`config.mk`:
```
export PLATFORM = sky130hd
export DESIGN_NAME = ps2_rx
export DESIGN_NICKNAME = d
export VERILOG_FILES = /design/src/rtl/ps2_rx.sv
export SDC_FILE = /design/constraint.sdc
export NUM_CORES = 1
export LEC_CHECK = 0
export ABC_AREA = 0
export CAP_MARGIN = 0
export CORE_UTILIZATION = 46
export DETAILED_ROUTE_END_ITERATION = 8
export PLACE_DENSITY = 0.84
export REMOVE_ABC_BUFFERS = 1
export SYNTH_ARGS = -nofsm -noshare
export SYNTH_HDL_FRONTEND = slang
export SYNTH_SLANG_ARGS = --single-unit
```
`constraint.sdc`:
```
create_clock -name clk -period 2.6 [get_ports clk]
set_clock_uncertainty 0.15 [all_clocks]
set_input_delay 0.52 -clock clk [delete_from_list [all_inputs] [get_ports clk]]
set_output_delay 0.52 -clock clk [all_outputs]
set_load 0.02 [all_outputs]
```
`src/rtl/ps2_rx.sv`:
```
// PS/2 keyboard receiver: synchronises the device clock/data lines, deframes and checks
// each 11-bit frame, and queues good scancodes for the core behind a DATA/STATUS register pair.
module ps2_rx #(
   parameter int DATA_W      = 32,
   parameter int SYNC_STAGES = 2,
   parameter int TIMEOUT_CYC = 20000,
   parameter int FIFO_AW     = 2
) (
   input  logic              clk,
   input  logic              rst,
   input  logic              PS2_CLK,
   input  logic              PS2_DATA,
   input  logic              sel,
   input  logic              we,
   input  logic              addr,
   input  logic [DATA_W-1:0] data_in,
   output logic [DATA_W-1:0] data_out,
   output logic              rdy
);

   localparam int TO_W  = (TIMEOUT_CYC > 2) ? $clog2(TIMEOUT_CYC) : 1;
   localparam int DEPTH = 1 << FIFO_AW;

   typedef enum logic [1:0] {S_IDLE, S_SHIFT, S_CHECK} state_t;

   state_t                   r_state, w_state_nxt;
   logic [SYNC_STAGES-1:0]   r_clk_sync, r_dat_sync;
   logic                     r_clk_prev;
   logic [3:0]               r_bitcnt;
   logic [9:0]               r_shift;
   logic [TO_W-1:0]          r_to;
   logic [7:0]               r_mem [DEPTH];
   logic [FIFO_AW-1:0]       r_wr, r_rd;
   logic [FIFO_AW:0]         r_cnt;
   logic                     r_ovf, r_perr, r_ferr;

   logic w_cur_clk, w_dat, w_fall, w_to_hit;
   logic w_start, w_shift_en, w_to_err, w_chk;
   logic w_push, w_pop, w_full, w_ne, w_push_ok, w_clr;
   logic w_stop, w_par_ok, w_ferr_set, w_perr_set, w_ovf_set;
   logic [DATA_W-1:0] w_status;
   logic w_unused_ok;

   assign w_cur_clk = r_clk_sync[SYNC_STAGES-1];
   assign w_dat     = r_dat_sync[SYNC_STAGES-1];
   assign w_fall    = r_clk_prev & ~w_cur_clk;
   assign w_to_hit  = (r_to == TO_W'(TIMEOUT_CYC - 1));

   always_ff @(posedge clk or posedge rst) begin
      if (rst) begin
         r_clk_sync <= '1;
         r_dat_sync <= '1;
         r_clk_prev <= 1'b1;
      end else begin
         r_clk_sync <= {r_clk_sync[SYNC_STAGES-2:0], PS2_CLK};
         r_dat_sync <= {r_dat_sync[SYNC_STAGES-2:0], PS2_DATA};
         r_clk_prev <= w_cur_clk;
      end
   end

   always_ff @(posedge clk or posedge rst) begin
      if (rst) r_state <= S_IDLE;
      else     r_state <= w_state_nxt;
   end

   always_comb begin
      w_state_nxt = r_state;
      case (r_state)
         S_IDLE:  if (w_fall && !w_dat) w_state_nxt = S_SHIFT;
         S_SHIFT: begin
            if (w_fall && r_bitcnt == 4'd9) w_state_nxt = S_CHECK;
            else if (!w_fall && w_to_hit)   w_state_nxt = S_IDLE;
         end
         S_CHECK: w_state_nxt = S_IDLE;
         default: w_state_nxt = S_IDLE;
      endcase
   end

   always_comb begin
      w_start    = (r_state == S_IDLE) && w_fall && !w_dat;
      w_shift_en = (r_state == S_SHIFT) && w_fall;
      w_to_err   = (r_state == S_SHIFT) && !w_fall && w_to_hit;
      w_chk      = (r_state == S_CHECK);
   end

   // Bits enter at the top, so once the stop bit lands: [9]=stop, [8]=parity, [7:0]=data.
   always_ff @(posedge clk or posedge rst) begin
      if (rst) begin
         r_bitcnt <= '0;
         r_shift  <= '0;
         r_to     <= '0;
      end else begin
         if (w_start)         r_bitcnt <= '0;
         else if (w_shift_en) r_bitcnt <= r_bitcnt + 4'd1;
         if (w_shift_en)      r_shift  <= {w_dat, r_shift[9:1]};
         if (r_state != S_SHIFT || w_fall) r_to <= '0;
         else                              r_to <= r_to + TO_W'(1);
      end
   end

   assign w_stop     = r_shift[9];
   assign w_par_ok   = ^r_shift[8:0];
   assign w_push     = w_chk & w_stop & w_par_ok;
   assign w_ferr_set = w_to_err | (w_chk & ~w_stop);
   assign w_perr_set = w_chk & w_stop & ~w_par_ok;

   assign w_ne      = (r_cnt != '0);
   assign w_full    = (r_cnt == (FIFO_AW+1)'(DEPTH));
   assign w_pop     = sel & ~we & ~addr & w_ne;
   assign w_push_ok = w_push & (~w_full | w_pop);
   assign w_ovf_set = w_push & w_full & ~w_pop;
   assign w_clr     = sel & we & addr;

   always_ff @(posedge clk) begin
      if (w_push_ok) r_mem[r_wr] <= r_shift[7:0];
   end

   always_ff @(posedge clk or posedge rst) begin
      if (rst) begin
         r_wr  <= '0;
         r_rd  <= '0;
         r_cnt <= '0;
      end else begin
         if (w_push_ok) r_wr <= r_wr + FIFO_AW'(1);
         if (w_pop)     r_rd <= r_rd + FIFO_AW'(1);
         case ({w_push_ok, w_pop})
            2'b10:   r_cnt <= r_cnt + (FIFO_AW+1)'(1);
            2'b01:   r_cnt <= r_cnt - (FIFO_AW+1)'(1);
            default: r_cnt <= r_cnt;
         endcase
      end
   end

   // Sticky flags: a set in the same cycle as a write-1-to-clear wins.
   always_ff @(posedge clk or posedge rst) begin
      if (rst) begin
         r_ovf  <= 1'b0;
         r_perr <= 1'b0;
         r_ferr <= 1'b0;
      end else begin
         r_ovf  <= w_ovf_set  | (r_ovf  & ~(w_clr & data_in[1]));
         r_perr <= w_perr_set | (r_perr & ~(w_clr & data_in[2]));
         r_ferr <= w_ferr_set | (r_ferr & ~(w_clr & data_in[3]));
      end
   end

   always_comb begin
      w_status                 = '0;
      w_status[0]              = w_ne;
      w_status[1]              = r_ovf;
      w_status[2]              = r_perr;
      w_status[3]              = r_ferr;
      w_status[8 +: FIFO_AW+1] = r_cnt;
   end

   always_comb begin
      data_out = '0;
      if (addr)      data_out = w_status;
      else if (w_ne) data_out[7:0] = r_mem[r_rd];
   end

   assign rdy = w_ne;

   assign w_unused_ok = &{1'b0, data_in[DATA_W-1:4], data_in[0]};

endmodule

```
Word-level counts from Yosys, hierarchy flattened
Memory sizes are Yosys's and may differ from the RTL's.
Index checks and enable logic that the tools add are counted.
{"block": "classes", "addsub": 6, "n_eq_ne": 10, "n_mux": 13, "bitwise_logic": 34, "n_reduce_logical": 17}
{"cell": "AND 1 bit", "count": 19}
{"cell": "two-way mux 8 bit", "count": 2}
{"cell": "adder 15 x 1 -> 15 bit, second input constant", "count": 1}
{"cell": "equality test 15 bit, second input constant", "count": 1}
{"cell": "two-way mux 15 bit", "count": 1}
{"cell": "inverter 1 bit", "count": 10}
{"cell": "parity 9 bit", "count": 1}
{"cell": "logical AND 1 bit", "count": 8}
{"cell": "two-way mux 4 bit", "count": 2}
{"cell": "two-way mux 2 bit", "count": 3}
{"cell": "one-hot mux 3 bit (2 select lines)", "count": 1}
{"cell": "bitwise OR 1 bit", "count": 5}
{"cell": "adder 2 x 1 -> 2 bit, second input constant", "count": 2}
{"cell": "adder 4 x 1 -> 4 bit, second input constant", "count": 1}
{"cell": "equality test 2 x 1 -> 1 bit, second input constant", "count": 2}
{"cell": "equality test 2 bit, second input constant", "count": 2}
{"cell": "equality test 4 bit, second input constant", "count": 1}
{"cell": "one-hot mux 2 bit (2 select lines)", "count": 1}
{"cell": "nonzero test 2 bit", "count": 2}
{"cell": "adder 3 x 1 -> 3 bit, second input constant", "count": 1}
{"cell": "equality test 3 bit, second input constant", "count": 1}
{"cell": "two-way mux 3 bit", "count": 1}
{"cell": "!= test 3 bit, second input constant", "count": 1}
{"cell": "nonzero test 3 bit", "count": 1}
{"cell": "other kinds (8)", "count": 10}
{"block": "totals", "reg_bits": 46, "ramBits": 32, "output_inout_bits": 33, "memories": 1}
{"memory": "r_mem", "words": 4, "word_bits": 8, "rd": 1, "rd_clocked_by_memory_dff": 0, "write_ports": 1, "line_no": "32", "text": "logic [7:0] r_mem [DEPTH];"}

Longest topological paths before layout
{"block": "depth", "word_depth": 8, "ltp_mapped": 10, "depth_no_buf": 9}

Worst setup path before layout
OpenSTA, ideal clock, no wires.
{"block": "synth_timing", "path_type": "input port to flip-flop", "start": "input addr", "end": "register r_cnt[2]", "setup_ns": 0.079, "t_arrival_ns": 2.366, "required_time_ns": 2.371, "slack_ns": 0.005, "path_stages": 10, "cell_sequence": "clkbuf_1 -> nor3b_1 -> o2111a_1 -> mux2i_4 -> ha_1 -> inv_1 -> fa_1 -> xor2_1 -> nor2_1 -> xor2_1"}
{"block": "synth_between", "elab_chain_cells": 7, "word_cells_on_any_way": 9}
{"item": "start, declared", "line_no": "15", "text": "input logic addr,"}
{"item": "inverter 1 bit *", "line_no": "109", "text": "assign w_pop = sel & ~we & ~addr & w_ne;"}
{"item": "AND 1 bit * (2 in series)", "line_no": "109"}
{"item": "bitwise OR 1 bit", "line_no": "110", "text": "assign w_push_ok = w_push & (~w_full | w_pop);"}
{"item": "AND 1 bit", "line_no": "110"}
{"item": "equality test 2 x 1 -> 1 bit / equality test 2 bit (equally long branches)", "line_no": "126", "text": "case ({w_push_ok, w_pop})"}
{"item": "one-hot mux 3 bit (2 select lines) / nonzero test 2 bit (equally long branches)"}
{"item": "end signal, assigned", "line_no": "127", "text": "2'b10: r_cnt <= r_cnt + (FIFO_AW+1)'(1);"}
{"item": "end signal, assigned", "line_no": "128", "text": "2'b01: r_cnt <= r_cnt - (FIFO_AW+1)'(1);"}
{"item": "end signal, assigned", "line_no": "129", "text": "default: r_cnt <= r_cnt;"}
{"item": "end, declared", "line_no": "34", "text": "logic [FIFO_AW:0] r_cnt;"}
Every way passes the cells marked *; elsewhere a longest branch is shown, timed or not.
A chain may end at the register's enable or synchronous reset.

Worst setup path after layout
{"block": "layout_timing", "start": "register r_shift[5]", "end": "register r_cnt[2]"}
{"block": "layout_between", "elab_chain_cells": 5, "word_cells_on_any_way": 7}
{"item": "start, declared", "line_no": "30", "text": "logic [9:0] r_shift;"}
{"item": "start signal, assigned", "line_no": "95", "text": "if (w_shift_en) r_shift <= {w_dat, r_shift[9:1]};"}
{"item": "parity 9 bit *", "line_no": "102", "text": "assign w_par_ok = ^r_shift[8:0];"}
{"item": "AND 1 bit *", "line_no": "103", "text": "assign w_push = w_chk & w_stop & w_par_ok;"}
{"item": "AND 1 bit *", "line_no": "110"}
{"item": "equality test 2 x 1 -> 1 bit / equality test 2 bit (equally long branches)", "line_no": "126"}
{"item": "one-hot mux 3 bit (2 select lines) / nonzero test 2 bit (equally long branches)"}
Marks and branches as above.

==> impl_metrics.toml <==
[power]
p_int_w = 0.002764
vdd_drop_max_uv = 439.4
report.power.total_w = 0.004190
power.share.combinational_pct = 38.3
cellPowerDensity_nw_per_um2 = 979.1
power_switching_share_pct = 34.02
power.clock.fraction_pct = 19.5
p_leak_nw = 1.753
switchingPower_w = 0.001425
power.sequential.fraction_pct = 42.1

[floorplanning]
floorplan.initialDensity_pct = 48.84
die_area_sq_um = 8225
placement_rows = 31
fp.dieW_um = 90.69
die_height_um = 90.69
design.core.area_sq_um = 7408
pin_count = 72

[status]
outcome = "finished with violations"
violations = "negative setup slack"

[clock_tree]
clkLatencyLatePin_ps = 350
clkTransAtPathRegs_ps = 90
clock_tree.htree_level_count = 3
cts_buffers = 9
cts.sink_count = 78
clock-root-buffer = "sky130_fd_sc_hd__clkbuf_8"
cts.path.max_buffers = 2
tritoncts_clock_tree = "done"
hold_buffers = 0

[route]
detailed_route_wire_length_um = 6372
drcViolationCount = 0
route.antenna.remaining_nets = 0
1st_pass_router_iterations = 4
num_vias = 2188
viasPerCell = 5.088
routed_wire_length_per_instance_um = 14.82
first_iter_violations = 102

[critical_path]
crit_path_cell_chain = "xnor2_2 -> xnor3_2 -> mux2i_4 -> ha_2 -> inv_2 -> fa_2 -> xor2_2 -> nor2_1 -> xor2_1"
worstPathRequired_ps = 2730
end_kind = "flop"
r2r.worst_path.cells = 9
timing.critical_path.slowest_stage_cell = "sky130_fd_sc_hd__xnor3_2"
worst_ep_arrival_time_ps = 2800
cpLargestDelayFamily = "XOR/XNOR gates"
worstReg2RegStart = "r_shift[5]"
rr_endpoint = "r_cnt[2]"
path_max_fanout = 2
worst_path_largest_cell_delay_ps = 490
cp.buffers_inverters = 1
setup.worst_path.class = "flop to flop"
reg2reg_slack_ps = -70
launching_element_type_of_the_critical_path = "flop"

[cells_and_area]
post_layout_nonfiller_instances = 430
final_util_pct = 57.76
layout.cells.most_common = "sky130_fd_sc_hd__dfrtp_1"
top_library_cells_by_usage_in_the_layout_fill_and_taps_aside = "sky130_fd_sc_hd__dfrtp_1, sky130_fd_sc_hd__edfxtp_1, sky130_fd_sc_hd__nor2_1"
drive_above_1_share_pct = 25.68
design.final.nets = 374
insertedDiodeCount = 0
num-fill-cells = 567
area_growth_from_synthesis_to_layout_pct = 18.26

[timing]
maxSlewViolCount = 0
timing.final.setup_violations = 1
layout_min_cycle_time_ps = 2669
fin_tns_setup_ps = -69.42
whs_ps = 207.9
finalWorstSetupSlack_ps = -69.42
finalHoldViolCount = 0
worst-slew-pin-transition_ps = 793.8
timing.max_slew.rel_slack_pct = 46.59
timing.final.crit_share_pct = 102.7
rsz0062_at_grt = "true"
fmax_ghz = 0.3746

[global_route]
grt_use_total_pct = 16.79
grt_first_pass_wirelength_um = 10480
grt.overflow.total = 0
maximum_number_of_pins_on_one_net_before_global_route_repair = 47
antenna_violations_before_repair = 0
grt_pass1_vias = 2131

[logic_synthesis]
edff_count_synth = 32
seq_area_frac_synth_pct = 58.54
netlist-cell-type-count = 47
synthesis.area_sq_um = 3618
mean_area_per_synthesized_cell_sq_um = 13.16
ys_warn_count = 0
synth.ff_latch_count = 78
synth_flop_cell = "sky130_fd_sc_hd__dfrtp_1"
asyncSetResetFlopFracSynth_pct = 58.97
synthesis.instances = 275

[worst_hold_path]
startpoint_of_the_lowest_slack_hold_path = "r_dat_sync[0]"
min_to = "r_dat_sync[1]"
min_path_cells = 0
hold_path_class = "flop to flop"

[flow_run]
max_cap_viol_count = 0

[placement]
dpl.cell_count = 407
gp_congestion = 0.7614
place.detailed.hpwl_um = 4258
placement.io_buffers = 21
[how the worst max path moves through the flow]
stage | cells past startpoint | slack, ps | endpoint | from
CTS | 9 | 20 | r_cnt[2] | r_shift[0]
global route | 9 | -150 | r_cnt[2] | r_shift[5]
detailed placement | 10 | -530 | r_cnt[2] | sel
global placement | 8 | -430 | r_cnt[1] | sel
floorplan | 4 | -150 | r_bitcnt[3] | r_clk_prev
finish | 9 | -70 | r_cnt[2] | r_shift[5]
[metal layers]
| layer | track usage [%] | vias up | wire [um] |
|---|---|---|---|
| met5 | 0 | - | 0 |
| met4 | 9.409 | 0 | 159 |
| met3 | 3.872 | 11 | 184 |
| met2 | 27.21 | 53 | 3213 |
| met1 | 20.70 | 1099 | 2815 |
| li1 | - | 1025 | - |
[cells in the mapped netlist, types with 3 or more instances]
| master | number | area, sq um |
|---|---|---|
| sky130_fd_sc_hd__nor3_1 | 6 | 30.03 |
| sky130_fd_sc_hd__mux2_2 | 10 | 112.6 |
| sky130_fd_sc_hd__nor4_1 | 5 | 31.28 |
| sky130_fd_sc_hd__a22o_1 | 3 | 26.28 |
| sky130_fd_sc_hd__and2_1 | 7 | 43.79 |
| sky130_fd_sc_hd__o21ai_0 | 3 | 15.01 |
| sky130_fd_sc_hd__dfrtp_1 | 41 | 1026 |
| sky130_fd_sc_hd__nand4_1 | 6 | 37.54 |
| sky130_fd_sc_hd__dfstp_2 | 5 | 131.4 |
| sky130_fd_sc_hd__xor2_1 | 10 | 87.58 |
| sky130_fd_sc_hd__mux4_2 | 8 | 180.2 |
| sky130_fd_sc_hd__inv_1 | 15 | 56.30 |
| sky130_fd_sc_hd__xnor2_1 | 15 | 131.4 |
| sky130_fd_sc_hd__nand2_1 | 12 | 45.04 |
| sky130_fd_sc_hd__nor2_1 | 29 | 108.9 |
| sky130_fd_sc_hd__buf_4 | 21 | 157.7 |
| sky130_fd_sc_hd__edfxtp_1 | 32 | 960.9 |
| sky130_fd_sc_hd__ha_1 | 8 | 100.1 |
| sky130_fd_sc_hd__clkbuf_1 | 3 | 11.26 |
| sky130_fd_sc_hd__nand3_1 | 4 | 20.02 |
[power by group through the flow]
stage               registers [W]  logic [W]  clock network [W]
floorplan                 0.00178   0.000951                  0
global placement          0.00177    0.00143                  0
detailed placement        0.00179    0.00147                  0
CTS                       0.00177    0.00148           0.000831
global route              0.00179    0.00172           0.000881
finish                    0.00177    0.00161           0.000818
[cells by family after synthesis]
family	synth area share (%)
and+or+nand+nor	11.83
DFF	58.54
buffers and inverters	6.604
xor gates and xnor gates	7.330
muxes	9.128
AOI/OAI and AO/OA	3.147
adders and majority gates	3.320
other	0.1036
[sequential cells by signal (all words and copies together), names as in the netlist, 2 cells and up]
| signal | flops |
|---|---|
| r_clk_sync | 2 |
| r_to | 15 |
| r_bitcnt | 4 |
| r_dat_sync | 2 |
| r_state | 2 |
| r_rd | 2 |
| r_cnt | 3 |
| r_mem | 32 |
| r_wr | 2 |
| r_shift | 10 |
[worst reg2reg max path: cells and delay by family, from the launching register on]
kind,cells,cell delay (ps)
adder cells (fa/ha/maj),2,620
XOR/XNOR,4,1010
buffers and inverters,1,50
AND/OR/NAND/NOR,1,110
flip-flops,1,430
multiplexers,1,230
[area by class of cell]
cell class	count	area (sq um)	share of cell area, %
well taps	99	123.9	2.895
inverters	15	56.30	1.316
clock buffers	9	123.9	2.895
clock inverters	7	57.56	1.345
multi-input cells	175	1385	32.37
flip-flops and latches	78	2122	49.59
repair buffers	47	410.4	9.591
[through the flow]
stage / setup slack, ps / area [sq um]
after floorplan: -154.7 / 3511
after global placement: -430.5 / 4006
after detailed placement: -530.1 / 4006
after CTS: 16.46 / 4217
after global routing: -145.9 / 4279
final: -69.42 / 4279
[what timing repair did]
action | CTS | global route
gates resized for setup | 17 | 15
pin swaps | 2 | 4
buffers inserted | 2 | 5
endpoints found under the hold margin | 0 | 0
setup endpoints to repair | 13 | 6
(Power assumes the default switching activity.)
